## config.mk

```make
export PLATFORM = sky130hd
export DESIGN_NAME = tcm_receiver_wordalign
export DESIGN_NICKNAME = d
export VERILOG_FILES = /design/src/rtl/tcm_receiver_wordalign.sv
export SDC_FILE = /design/constraint.sdc
export NUM_CORES = 1
export LEC_CHECK = 0
export BUFFER_PORTS_ARGS = -buffer_cell sky130_fd_sc_hd__buf_2
export CAP_MARGIN = 30
export CORE_AREA = 2 2 92 94
export DETAILED_ROUTE_END_ITERATION = 6
export DIE_AREA = 0 0 94 96
export PLACE_DENSITY_LB_ADDON = 0.2
export SYNTH_ARGS = -nofsm -noshare
export SYNTH_HDL_FRONTEND = slang
export SYNTH_SLANG_ARGS = --single-unit
```

## constraint.sdc

```tcl
create_clock -name clk -period 3.5 [get_ports clk]
set_input_delay 0.525 -clock clk [delete_from_list [all_inputs] [get_ports clk]]
set_output_delay 0.525 -clock clk [all_outputs]
set_load 0.1 [all_outputs]
```

## src/rtl/tcm_receiver_wordalign.sv

```systemverilog
// tcm_receiver_wordalign: aligns raw deserialiser words by searching every bit offset for a sync pattern (ports: clk, reset, realign, rdat in; wdat, wdat_valid, offset, state, sync_hit, lock_lost out)
module tcm_receiver_wordalign #(
  parameter int DATA_W = 10,
  parameter int SYNC_WORDS = 6,
  parameter logic [DATA_W*SYNC_WORDS-1:0] SYNC_PATTERN = 60'hFFC00FFC00FFFFF,
  parameter int LOCK_CNT = 3,
  parameter int LOSS_CNT = 4,
  localparam int OFS_W = DATA_W > 1 ? $clog2(DATA_W) : 1
) (
  input  logic              clk,
  input  logic              reset,
  input  logic              realign,
  input  logic [DATA_W-1:0] rdat,
  output logic [DATA_W-1:0] wdat,
  output logic              wdat_valid,
  output logic [OFS_W-1:0]  offset,
  output logic [1:0]        state,
  output logic              sync_hit,
  output logic              lock_lost
);
  localparam int PW = DATA_W * SYNC_WORDS;
  localparam int SR_W = PW + DATA_W;
  localparam int MC_W = $clog2(LOCK_CNT + 1);
  localparam int MS_W = $clog2(LOSS_CNT + 1);
  localparam logic [MC_W-1:0] LOCK_V = MC_W'(LOCK_CNT);
  localparam logic [MS_W-1:0] LOSS_V = MS_W'(LOSS_CNT);
  typedef enum logic [1:0] {HUNT = 2'd0, VERIFY = 2'd1, LOCKED = 2'd2} state_t;
  state_t st;
  logic [SR_W-1:0] sr;
  logic [DATA_W-1:0] hit_vec, hit_next, wdat_next;
  logic [OFS_W-1:0] hit_ofs;
  logic [MC_W-1:0] mc, mc_inc;
  logic [MS_W-1:0] ms, ms_inc;
  logic hit_at;
  always_comb begin
    hit_next = '0;
    wdat_next = '0;
    hit_ofs = '0;
    for (int i = DATA_W - 1; i >= 0; i--) begin
      hit_next[i] = sr[i +: PW] == SYNC_PATTERN;
      if (offset == OFS_W'(i)) wdat_next = sr[i + PW - DATA_W +: DATA_W];
      if (hit_vec[i]) hit_ofs = OFS_W'(i);
    end
  end
  assign hit_at = |(hit_vec & (DATA_W'(1) << offset));
  assign mc_inc = mc == LOCK_V ? mc : mc + 1'b1;
  assign ms_inc = ms == LOSS_V ? ms : ms + 1'b1;
  assign state = st;
  always_ff @(posedge clk) begin
    if (reset) begin
      sr <= '0;
      hit_vec <= '0;
      sync_hit <= 1'b0;
      wdat <= '0;
      offset <= '0;
      mc <= '0;
      ms <= '0;
      st <= HUNT;
      wdat_valid <= 1'b0;
      lock_lost <= 1'b0;
    end else begin
      sr <= {sr[SR_W-DATA_W-1:0], rdat};
      hit_vec <= hit_next;
      sync_hit <= |hit_next;
      wdat <= wdat_next;
      lock_lost <= 1'b0;
      if (realign) begin
        st <= HUNT;
        mc <= '0;
        ms <= '0;
        wdat_valid <= 1'b0;
        lock_lost <= st == LOCKED;
      end else if (|hit_vec) begin
        case (st)
          HUNT: begin
            offset <= hit_ofs;
            mc <= MC_W'(1);
            st <= LOCK_CNT == 1 ? LOCKED : VERIFY;
            wdat_valid <= LOCK_CNT == 1;
          end
          VERIFY: begin
            if (hit_at) begin
              mc <= mc_inc;
              if (mc_inc == LOCK_V) begin
                st <= LOCKED;
                wdat_valid <= 1'b1;
              end
            end else begin
              offset <= hit_ofs;
              mc <= MC_W'(1);
            end
          end
          LOCKED: begin
            if (hit_at) ms <= '0;
            else if (ms_inc == LOSS_V) begin
              st <= HUNT;
              ms <= '0;
              mc <= '0;
              wdat_valid <= 1'b0;
              lock_lost <= 1'b1;
            end else ms <= ms_inc;
          end
          default: st <= HUNT;
        endcase
      end
    end
  end
endmodule

```

==> summary.md, run 1 <==
| Metric | Value |
|---|---|
| Most frequent cell after synthesis | `dfxtp_1` |
| Total Routing Usage GR | `27.89%` |
| DR pass1 iterations | `5` |
| Slowest CP cell | `a2111oi_0` |
| CP peak stage delay | `0.87 ns` |
| Rel. slew slack | `25.83%` |
| P per Cell Area | `391.4 nW/um^2` |
| Final Skew | `0.01362 ns` |
| Minimum clock period | `2.938 ns` |
| Crit path cell chain | `or3b_2 -> a21oi_1 -> or3_1 -> a2111oi_0 -> o21ai_0 -> o211a_1` |
| Post-synthesis cell type count | `60` |
| Stages on the worst setup path | `6` |
| Actual transition at the worst max-transition pin | `1.085 ns` |
| Reg2reg path depth | `6` |
| Clock Pin Slew Worst Setup and Hold Paths | `roughly 0.11 ns` |
| Clock Path Buffers | `2` |
| Clk_lat worst skew | `approximately 0.37 ns` |
| Drt total wl | `roughly 12 mm` |
| Routed wire per std cell | `18.00 um` |
| Vias in the first global route | `3934` |
| Die Span Y | `96 um` |
| Via count | `4226` |
| Congestion Overflow GR | `0` |
| PostCTS Resize Cnt | `0` |
| Synth top area share | `42.85%` |
| Final #Nets | `580` |
| I/O Pins | `32` |
| Final setup viols | `0` |
| Largest net degree at the start of global routing | `54` |
| Hold depth | `2` |
| Final max-slew violation count | `0` |
| CTS Hold Buffers Added | `0` |
| Area growth syn-to-layout | `8.190%` |
| Yosys warnings | `0` |
| DRC violation total after the first TritonRoute iteration | `262` |
| Cell taking the most area after synthesis | `dfxtp_1` |
| Status | `completed` |
| Post-route ant nets | `0` |
| Required time worst endpoint | `3.78 ns` |
| IO Port Bufs | `31` |
| Root Driver | `clkbuf_8` |
| CTS tree | `built` |
| Max Cap Viol | `0` |
| Period utilization | `83.95%` |
| Post-synthesis sequential area ratio | `42.85%` |
| Post-synthesis async set-or-reset flop share | `0%` |
| Peak supply drop | `approximately 0.0003 V` |
| Sum Neg Setup Slack | `0 ns` |
| Row cnt | `33` |
| FF+latch count, synth | `103` |
| Post-synth top cells | `103 x dfxtp_1, 76 x nor2b_1, 41 x nor2_1, 40 x a21oi_1, 25 x clkbuf_1` |
| EDFF count, synth | `0` |
| Initial Util | `around three fifths` |
| WS Path Type | `reg -> reg` |
| CORE AREA | `8051 um^2` |
| Antenna cells | `0` |
| Synthesized net count | `568` |
| Gate Count Post-Synth | `approximately 550` |
| Data arrival, critical path | `3.21 ns` |
| Fmax | `340.3 MHz` |
| Clk sinks | `103` |
| RD Place Congestion | `0.9368` |
| Leak pwr | `about 1.9 nW` |
| Synth area leaders | `dfxtp_1 43%, nor2b_1 9.9%, a21oi_1 4.2%, nor2_1 3.2%, nor4bb_1 2.1%` |
| RSZ-0062 raised after global routing | `false` |
| CTS Buf Count | `9` |
| Initial antenna violation count | `0` |
| Post-layout util | `64.66%` |
| Worst setup EP type | `flip-flop` |
| Worst setup margin | `0.5616 ns` |
| Post-CTS Setup Bufs | `0` |
| Residual DRC | `0` |
| Die Wd | `94 um` |
| HP Class | `in -> reg` |
| First-pass GRT wire length | `19.49 mm` |
| Ys flop type | `dfxtp_1` |
| Endpoints failing hold | `0` |
| Syn_area_per_cell | `8.702 um^2` |
| CP Buf/Inv Count | `0` |
| Worst hold margin | `between 0.3 and 0.4 ns` |
| Critical path launch point type | `flip-flop` |
| Layout cells sized above 1 | `12.28%` |
| CP Max Fanout | `27` |
| Post-DP HPWL | `8.580 mm` |
| Synth Cell Area | `~4800 um^2` |
| Dpl ws | `0.6606 ns` |
| H-tree depth | `3` |
| Full die area | `9024 um^2` |
| Worst path top cell family by delay | `compound AO/OA/AOI/OAI gates` |
| Via density per instance | `approximately 6.3` |
## metal layers
layer	part of all wire (%)	vias up	GRT usage (%)
li1	-	2019	-
met1	43	2001	35.46
met2	48	178	47.14
met3	6.7	28	4.620
met4	2.3	0	11.84
met5	0	-	0
## stage by stage
step | std cells | cell area (um^2) | total power, mW
global route | 675 | 5206 | 2.097
CTS | 675 | 5206 | 2.052
global placement | 659 | 4994 | 1.278
finish | 675 | 5206 | 2.038
detailed placement | 659 | 4994 | 1.280
floorplan | 553 | 4812 | 1.261
## final cells by class
type | instances | area (um^2)
repair buffers | 38 | 207.7
clock buffers | 10 | 137.6
well taps | 105 | 131.4
clock inverters | 6 | 75.07
multi-input cells | 400 | 2544
flip-flops and latches | 103 | 2062
inverters | 13 | 48.80
fillers | 684 | 2845
## registers in the layout, indices dropped and copies added (netlist names)
name        flops
state           2
mc              2
hit_vec        10
wdat           10
lock_lost       1
offset          4
ms              3
sr             69
wdat_valid      1
sync_hit        1
## placed cells by master, fill, tap and decap left out, types with 9 or more instances in the layout
cell        n
dfxtp_1   103
o22ai_1     9
o21ai_0    14
nor4_1     13
nor2b_1    76
nor4bb_1   10
nand3b_1   13
inv_1      12
nor2_1     41
a21oi_1    40
buf_2      31
nand2_1    18
nand3_1    13
clkbuf_8   10
or3_1      10
nor3_1     17
## power breakdown
group	internal (mW)	switching, mW
clock network	0.360	0.425
registers	1.19	0.0144
logic	0.0210	0.0277
total	1.57	0.467
## path summary, 6_finish.rpt
check | to | from | slack, ns
max reg2reg | wdat_valid$_SDFFE_PP0P_ | offset[2]$_SDFFE_PP0P_ | 0.56
max | wdat_valid$_SDFFE_PP0P_ | offset[2]$_SDFFE_PP0P_ | 0.56
min | sr[6]$_SDFF_PP0_ | rdat[6] | 0.36
min reg2reg | sr[10]$_SDFF_PP0_ | sr[0]$_SDFF_PP0_ | 0.47
## cell families after synthesis
group / after synthesis / synth area share, %
fa+ha+maj: 2 / 0.5199
flops: 103 / 42.85
buf+inv: 50 / 4.290
compound gates: 121 / 16.54
simple gates: 267 / 33.57
mux: 10 / 2.236
No activity file was read; power rests on OpenSTA's default activity.
==> run 2: changes to the inputs <==
--- a/config.mk
+++ b/config.mk
@@ -5,11 +5,12 @@
 export SDC_FILE = /design/constraint.sdc
 export NUM_CORES = 1
 export LEC_CHECK = 0
+export ABC_AREA = 1
 export BUFFER_PORTS_ARGS = -buffer_cell sky130_fd_sc_hd__buf_2
 export CAP_MARGIN = 30
-export CORE_AREA = 2 2 92 94
+export CORE_AREA = 2 2 95 97
 export DETAILED_ROUTE_END_ITERATION = 6
-export DIE_AREA = 0 0 94 96
+export DIE_AREA = 0 0 97 99
 export PLACE_DENSITY_LB_ADDON = 0.2
 export SYNTH_ARGS = -nofsm -noshare
 export SYNTH_HDL_FRONTEND = slang
==> constraint.sdc (replaced) <==
create_clock -name clk -period 2.96 [get_ports clk]
set_input_delay 0.444 -clock clk [delete_from_list [all_inputs] [get_ports clk]]
set_output_delay 0.444 -clock clk [all_outputs]
set_load 0.1 [all_outputs]
==> run 2 against run 1 <==
Net effect:
- clock-buffer cell count is 1 lower
- synthesized cell count is 42% higher
- core utilization is 0.29 points higher
- sequential cell count unchanged
- combinational power is 49% higher
- power increased by 19%
- fmax rose by 46%
- sequential share of layout area decreased by 2.5 points
- clock power is 17% higher
- critical endpoint is now wdat[1]$_SDFF_PP0_
- largest cell class unchanged
==> summary.md, run 2 <==
| Metric | Value |
|---|---|
| Post-layout util | `around two thirds` |
| Synth top area share | `40.38%` |
| Actual transition at the worst max-transition pin | `0.8490 ns` |
| Max Cap Viol | `0` |
| Minimum clock period | `2.007 ns` |
| IO Port Bufs | `31` |
| Total Routing Usage GR | `31.14%` |
| Cells after DPL | `910` |
| Synth area leaders | `dfxtp_1 40%, nor2_1 11%, nand2_1 10%, inv_1 10%, nand4_1 5.4%` |
| Clock Pin Slew Worst Setup and Hold Paths | `0.12 ns` |
| Antenna cells | `0` |
| Die Wd | `between 90 and 100 um` |
| PostCTS Resize Cnt | `0` |
| H-tree depth | `3` |
| CTS Buf Count | `9` |
| Register with the most flip-flops | `sr` |
| Fmax | `around 500 MHz` |
| Worst hold margin | `0.2452 ns` |
| Clk sinks | `103` |
| Leak pwr | `2.239 nW` |
| Most frequent cell after synthesis | `nor2_1` |
| Yosys warnings | `0` |
| FF+latch count, synth | `103` |
| Critical path launch point type | `flip-flop` |
| Vias in the first global route | `4895` |
| Final setup viols | `0` |
| DR pass1 iterations | `5` |
| Gate Count Post-Synth | `785` |
| Layout Cells excl Fill | `926` |
| Period utilization | `67.80%` |
| Clk_lat worst skew | `0.39 ns` |
| Final instance area | `5554 um^2` |
| Clock Path Buffers | `2` |
| Cell taking the most area after synthesis | `dfxtp_1` |
| Status | `completed` |
| Post-CTS Setup Bufs | `0` |
| CTS Hold Buffers Added | `0` |
| Endpoints failing hold | `0` |
| # fillers | `between 700 and 800` |
| Worst setup EP type | `flip-flop` |
| RSZ-0062 raised after global routing | `false` |
| Largest net degree at the start of global routing | `53` |
| HP Class | `in -> reg` |
| Post-synthesis cell type count | `31` |
| Dpl ws | `1.032 ns` |
| Synth Cell Area | `~5000 um^2` |
| Via density per instance | `5.584` |
| RD Place Congestion | `~1.1` |
| Worst setup margin | `between 0.9 and 1 ns` |
| Via count | `5171` |
| Post-route ant nets | `0` |
| DRC violation total after the first TritonRoute iteration | `370` |
| Die Span Y | `99 um` |
| Most frequent cells in the layout | `146 x nor2_1, 141 x nand2_1, 138 x inv_1` |
| Rel. slew slack | `43.19%` |
| Sum Neg Setup Slack | `0 ns` |
| Final Skew | `roughly 0.022 ns` |
| Max reg flops | `a little under 70` |
| Multi-input gate area | `2440 um^2` |
| Residual DRC | `0` |
| Synthesized net count | `800` |
| EDFF count, synth | `0` |
| FF+latch area | `2062 um^2` |
| Final #Nets | `828` |
| Peak supply drop | `slightly above 0.0003 V` |
| Post-synth top cells | `146 x nor2_1, 141 x nand2_1, 138 x inv_1, 103 x dfxtp_1, 50 x nand3_1` |
| I/O Pins | `32` |
| Commonest non-fill, non-tap cell in the layout | `nor2_1` |
| WS Path Type | `reg -> reg` |
| Routed wire per std cell | `15.60 um` |
| Placed cell area | `5344 um^2` |
| Congestion Overflow GR | `0` |
| Power, Total | `2.418 mW` |
| Drt total wl | `14.44 mm` |
| Final max-slew violation count | `0` |
| Initial antenna violation count | `0` |
| CORE AREA | `~8600 um^2` |
| Layout cells sized above 1 | `under 10%` |
| First-pass GRT wire length | `23.98 mm` |
| Initial Util | `around 60%` |
| Full die area | `9603 um^2` |
| P per Cell Area | `435.3 nW/um^2` |
| Ys flop type | `dfxtp_1` |
| Data arrival, critical path | `2.34 ns` |
| Root Driver | `clkbuf_8` |
| Top Registers | `sr x69, hit_vec x10, wdat x10` |
| Row cnt | `34` |
| CTS tree | `built` |
| Required time worst endpoint | `3.30 ns` |
| Area growth syn-to-layout | `8.772%` |
| Post-DP HPWL | `11.09 mm` |
| Post-synthesis sequential area ratio | `40.38%` |
| Post-synthesis async set-or-reset flop share | `0%` |
| CP Max Fanout | `13` |
| Syn_area_per_cell | `6.505 um^2` |
run 2: cell count changes after synthesis, sizes merged, moves of 13 or more:
cell,change
o21ai,+17
nand2,+129
nand3,+38
nand4,+38
inv,+128
clkbuf,-15
nor4,-13
nor2,+116
nor2b,-75
run 2: final timing paths:
check                                          end  slack (ns)                   start  cells past startpoint
worst max-delay path            wdat[1]$_SDFF_PP0_        0.95  offset[2]$_SDFFE_PP0P_                      9
worst max register to register  wdat[1]$_SDFF_PP0_        0.95  offset[2]$_SDFFE_PP0P_                      9
worst min-delay path              sr[4]$_SDFF_PP0_        0.25                 rdat[4]                      3
worst min register to register   sr[22]$_SDFF_PP0_        0.44       sr[12]$_SDFF_PP0_                      2
run 2: metal layers:
layer	up-vias	global-route usage (%)	wire length [um]
li1	2542	-	-
met4	0	14.95	657
met2	251	52.08	6664
met1	2325	38.93	5958
met3	53	5.887	1161
met5	-	0	0
run 2: kinds of logic after synthesis:
| kind of cell | synth area share (%) |
|---|---|
| xor+xnor | 0.1716 |
| simple gates | 38.40 |
| fa+ha+maj | 0.4900 |
| flops | 40.38 |
| buf+inv | 11.84 |
| compound gates | 8.724 |
run 2: final cells by class:
| type | count | share of cell area (%) |
|---|---|---|
| multi-input combinational | 523 | 43.93 |
| sequential | 103 | 37.13 |
| inverter | 143 | 9.664 |
| timing repair buffer | 33 | 3.064 |
| tap | 108 | 2.433 |
| clock buffer | 9 | 2.230 |
| clock inverter | 7 | 1.554 |
run 2: power by group:
group / internal [mW] / switching [mW] / leakage, nW
sequential: 1.41 / 0.0214 / 0.835
combinational: 0.0201 / 0.0524 / 1.30
clock: 0.342 / 0.574 / 0.105
run 2: critical path: stages (launching register included):
cell and delay (ns):
dfxtp_1 0.38, nor2_2 0.26, inv_1 0.12, nor2_1 0.67, inv_1 0.14, o22ai_1 0.14
inv_1 0.05, nand3_1 0.07, nand2_1 0.06, nand2_1 0.05
==> run 3: changes to the inputs <==
==> constraint.sdc (replaced) <==
create_clock -name clk -period 1.85 [get_ports clk]
set_input_delay 0.2775 -clock clk [delete_from_list [all_inputs] [get_ports clk]]
set_output_delay 0.2775 -clock clk [all_outputs]
set_load 0.1 [all_outputs]
==> run 3 against run 2 <==
Net effect:
- via count up 0.73%
- hold slack lost 0.15 ns
- largest cell class unchanged
- first-iteration DRC count down 4.3%
- sequential cell count is the same
- clock skew decreased by 0.011 ns
- combinational power rose by 67%
- design area rose by 1.5%
- sequential share of layout area fell by 0.31 points
- critical path depth is 1 higher
- clock-buffer cell count grew 1
==> summary.md, run 3 (synthesized netlist as in run 2, its figures left out) <==
| Metric | Value |
|---|---|
| Area growth syn-to-layout | `10.37%` |
| Status | `completed` |
| H-tree depth | `3` |
| Actual transition at the worst max-transition pin | `0.5027 ns` |
| Initial Util | `between 50 and 60%` |
| Largest net degree at the start of global routing | `53` |
| Row cnt | `34` |
| Commonest non-fill, non-tap cell in the layout | `nor2_1` |
| Post-DP HPWL | `11.58 mm` |
| Endpoints failing hold | `0` |
| CTS tree | `built` |
| DR pass1 iterations | `5` |
| Congestion Overflow GR | `0` |
| Final Skew | `0.01158 ns` |
| Via count | `around 5.2k` |
| # fillers | `811` |
| Data arrival, critical path | `2.09 ns` |
| Die Wd | `97 um` |
| R2R setup slack | `0.08 ns` |
| FF+latch area | `2074 um^2` |
| Final setup viols | `0` |
| Worst path top cell family by delay | `simple AND/OR/NAND/NOR gates` |
| Final #Nets | `around 840` |
| Clk sinks | `103` |
| Drt total wl | `14.86 mm` |
| CP peak stage delay | `0.52 ns` |
| Hold depth | `3` |
| Leak pwr | `2.277 nW` |
| CORE AREA | `8551 um^2` |
| Period utilization | `95.47%` |
| Min-Delay Startpoint | `rdat[1]` |
| Routed wire per std cell | `about 16 um` |
| Total Routing Usage GR | `31.21%` |
| Power, Total | `around 3.7 mW` |
| Crit path cell chain | `inv_1 -> nor3_1 -> nand3b_1 -> nor2_1 -> nand3_1 -> nand2_1 -> nor2_1 -> nand3_1 -> nand2_1 -> inv_1` |
| Critical path launch point type | `flip-flop` |
| Clk_lat worst skew | `0.37 ns` |
| Worst Hold End | `sr[1]$_SDFF_PP0_` |
| Antenna cells | `0` |
| P per Cell Area | `655.8 nW/um^2` |
| Post-route ant nets | `0` |
| Multi-input gate area | `2465 um^2` |
| Slowest CP cell | `dfxtp_1` |
| WS Path Type | `reg -> reg` |
| R2r endpoint | `sync_hit$_SDFF_PP0_` |
| Clock Pin Slew Worst Setup and Hold Paths | `0.10 ns` |
| RD Place Congestion | `between 1 and 1.5` |
| IO Port Bufs | `31` |
| Root Driver | `clkbuf_8` |
| Top Registers | `sr x69, hit_vec x10, wdat x10` |
| Vias in the first global route | `just under 5k` |
| Via density per instance | `5.565` |
| Worst hold margin | `0.09627 ns` |
| Rel. slew slack | `66.45%` |
| Layout cells sized above 1 | `11.59%` |
| Full die area | `slightly below 10000 um^2` |
| HP Class | `in -> reg` |
| Peak supply drop | `0.0004945 V` |
| Final max-slew violation count | `0` |
| CTS Buf Count | `9` |
| Worst setup EP type | `flip-flop` |
| Fmax | `566.2 MHz` |
| First-pass GRT wire length | `23.93 mm` |
| Required time worst endpoint | `~2.2 ns` |
| Register with the most flip-flops | `sr` |
| CTS Hold Buffers Added | `0` |
| Max reg flops | `69` |
| Max Cap Viol | `0` |
| CP Max Fanout | `9` |
| Minimum clock period | `1.766 ns` |
| Worst R2R Start | `sr[57]$_SDFF_PP0_` |
| Reg2reg path depth | `10` |
| RSZ-0062 raised after global routing | `false` |
| Most frequent cells in the layout | `146 x nor2_1, 140 x nand2_1, 138 x inv_1` |
| Initial antenna violation count | `0` |
| Clock Path Buffers | `2` |
| Sum Neg Setup Slack | `0 ns` |
| CP Buf/Inv Count | `2` |
| Stages on the worst setup path | `10` |
| DRC violation total after the first TritonRoute iteration | `354` |
| I/O Pins | `32` |
| Residual DRC | `0` |
| Die Span Y | `99 um` |
==> run 3: changes by cell type in the layout (fill, tap and decap cells not counted), moves of 2 or more <==
cell        delta
inv_6          -2
clkinvlp_4     +2
dfxtp_2       +10
buf_4         +11
clkinv_8       -3
dfxtp_1       -10
==> run 3: cell type report <==
class | instances | area share (%)
Clock buffer | 10 | 2.265
Clock inverter | 5 | 0.7771
Inverter | 143 | 9.525
Multi-Input combinational cell | 523 | 43.74
Sequential cell | 103 | 36.81
Tap cell | 108 | 2.398
Timing Repair Buffer | 44 | 4.485
==> run 3: timing repair <==
| action | in CTS | in global routing |
|---|---|---|
| gates resized for setup | 0 | 10 |
| setup buffers | 0 | 0 |
| endpoints found under the setup margin | 0 | 8 |
==> run 3: worst reg2reg max path, cell delays in order (launching register included) <==
cell	delay, ns
dfxtp_1	0.52
inv_1	0.16
nor3_1	0.34
nand3b_1	0.12
nor2_1	0.16
nand3_1	0.14
nand2_1	0.09
nor2_1	0.04
nand3_1	0.05
nand2_1	0.05
inv_1	0.05
==> run 3: per-layer routing <==
layer	global-route usage, %	vias to the layer above	part of all wire, %
li1	-	2567	-
met1	39.87	2358	42
met2	51.44	248	47
met3	6.312	36	8.2
met4	13.87	0	3.4
met5	0	-	0
==> run 3: worst max path at each step <==
| stage | start | endpoint | slack [ns] |
|---|---|---|---|
| 2_1_floorplan | offset[2]$_SDFFE_PP0P_ | offset[0]$_SDFFE_PP0P_ | 0.05 |
| 3_5_place_dp | ms[0]$_SDFFE_PP0P_ | mc[0]$_SDFFE_PP0P_ | 0.1 |
| 3_3_place_gp | sr[58]$_SDFF_PP0_ | sync_hit$_SDFF_PP0_ | 0.10 |
| 6_report | sr[57]$_SDFF_PP0_ | sync_hit$_SDFF_PP0_ | 0.08 |
| 4_1_cts | ms[0]$_SDFFE_PP0P_ | mc[0]$_SDFFE_PP0P_ | 0.08 |
| 5_1_grt | ms[0]$_SDFFE_PP0P_ | mc[1]$_SDFFE_PP0P_ | 0.003 |
==> run 3: power by group <==
part	leakage, nW	internal (mW)	switching, mW
Combinational	1.36	0.0341	0.0865
Sequential	0.841	2.25	0.0337
Clock	0.0809	0.499	0.791
Total	2.28	2.78	0.912
==> run 3: metrics by stage <==
stage | setup WS [ns] | cells | area (um^2) | utilization [%]
final | 0.08377 | 936 | 5635 | 65.91
after global routing | 0.003056 | 936 | 5635 | 65.91
after CTS | 0.07630 | 936 | 5605 | 65.55
after detailed placement | 0.09760 | 921 | 5434 | 63.55
after global placement | 0.1035 | 921 | 5434 | 63.55
after floorplan | 0.04607 | 785 | 5114 | -
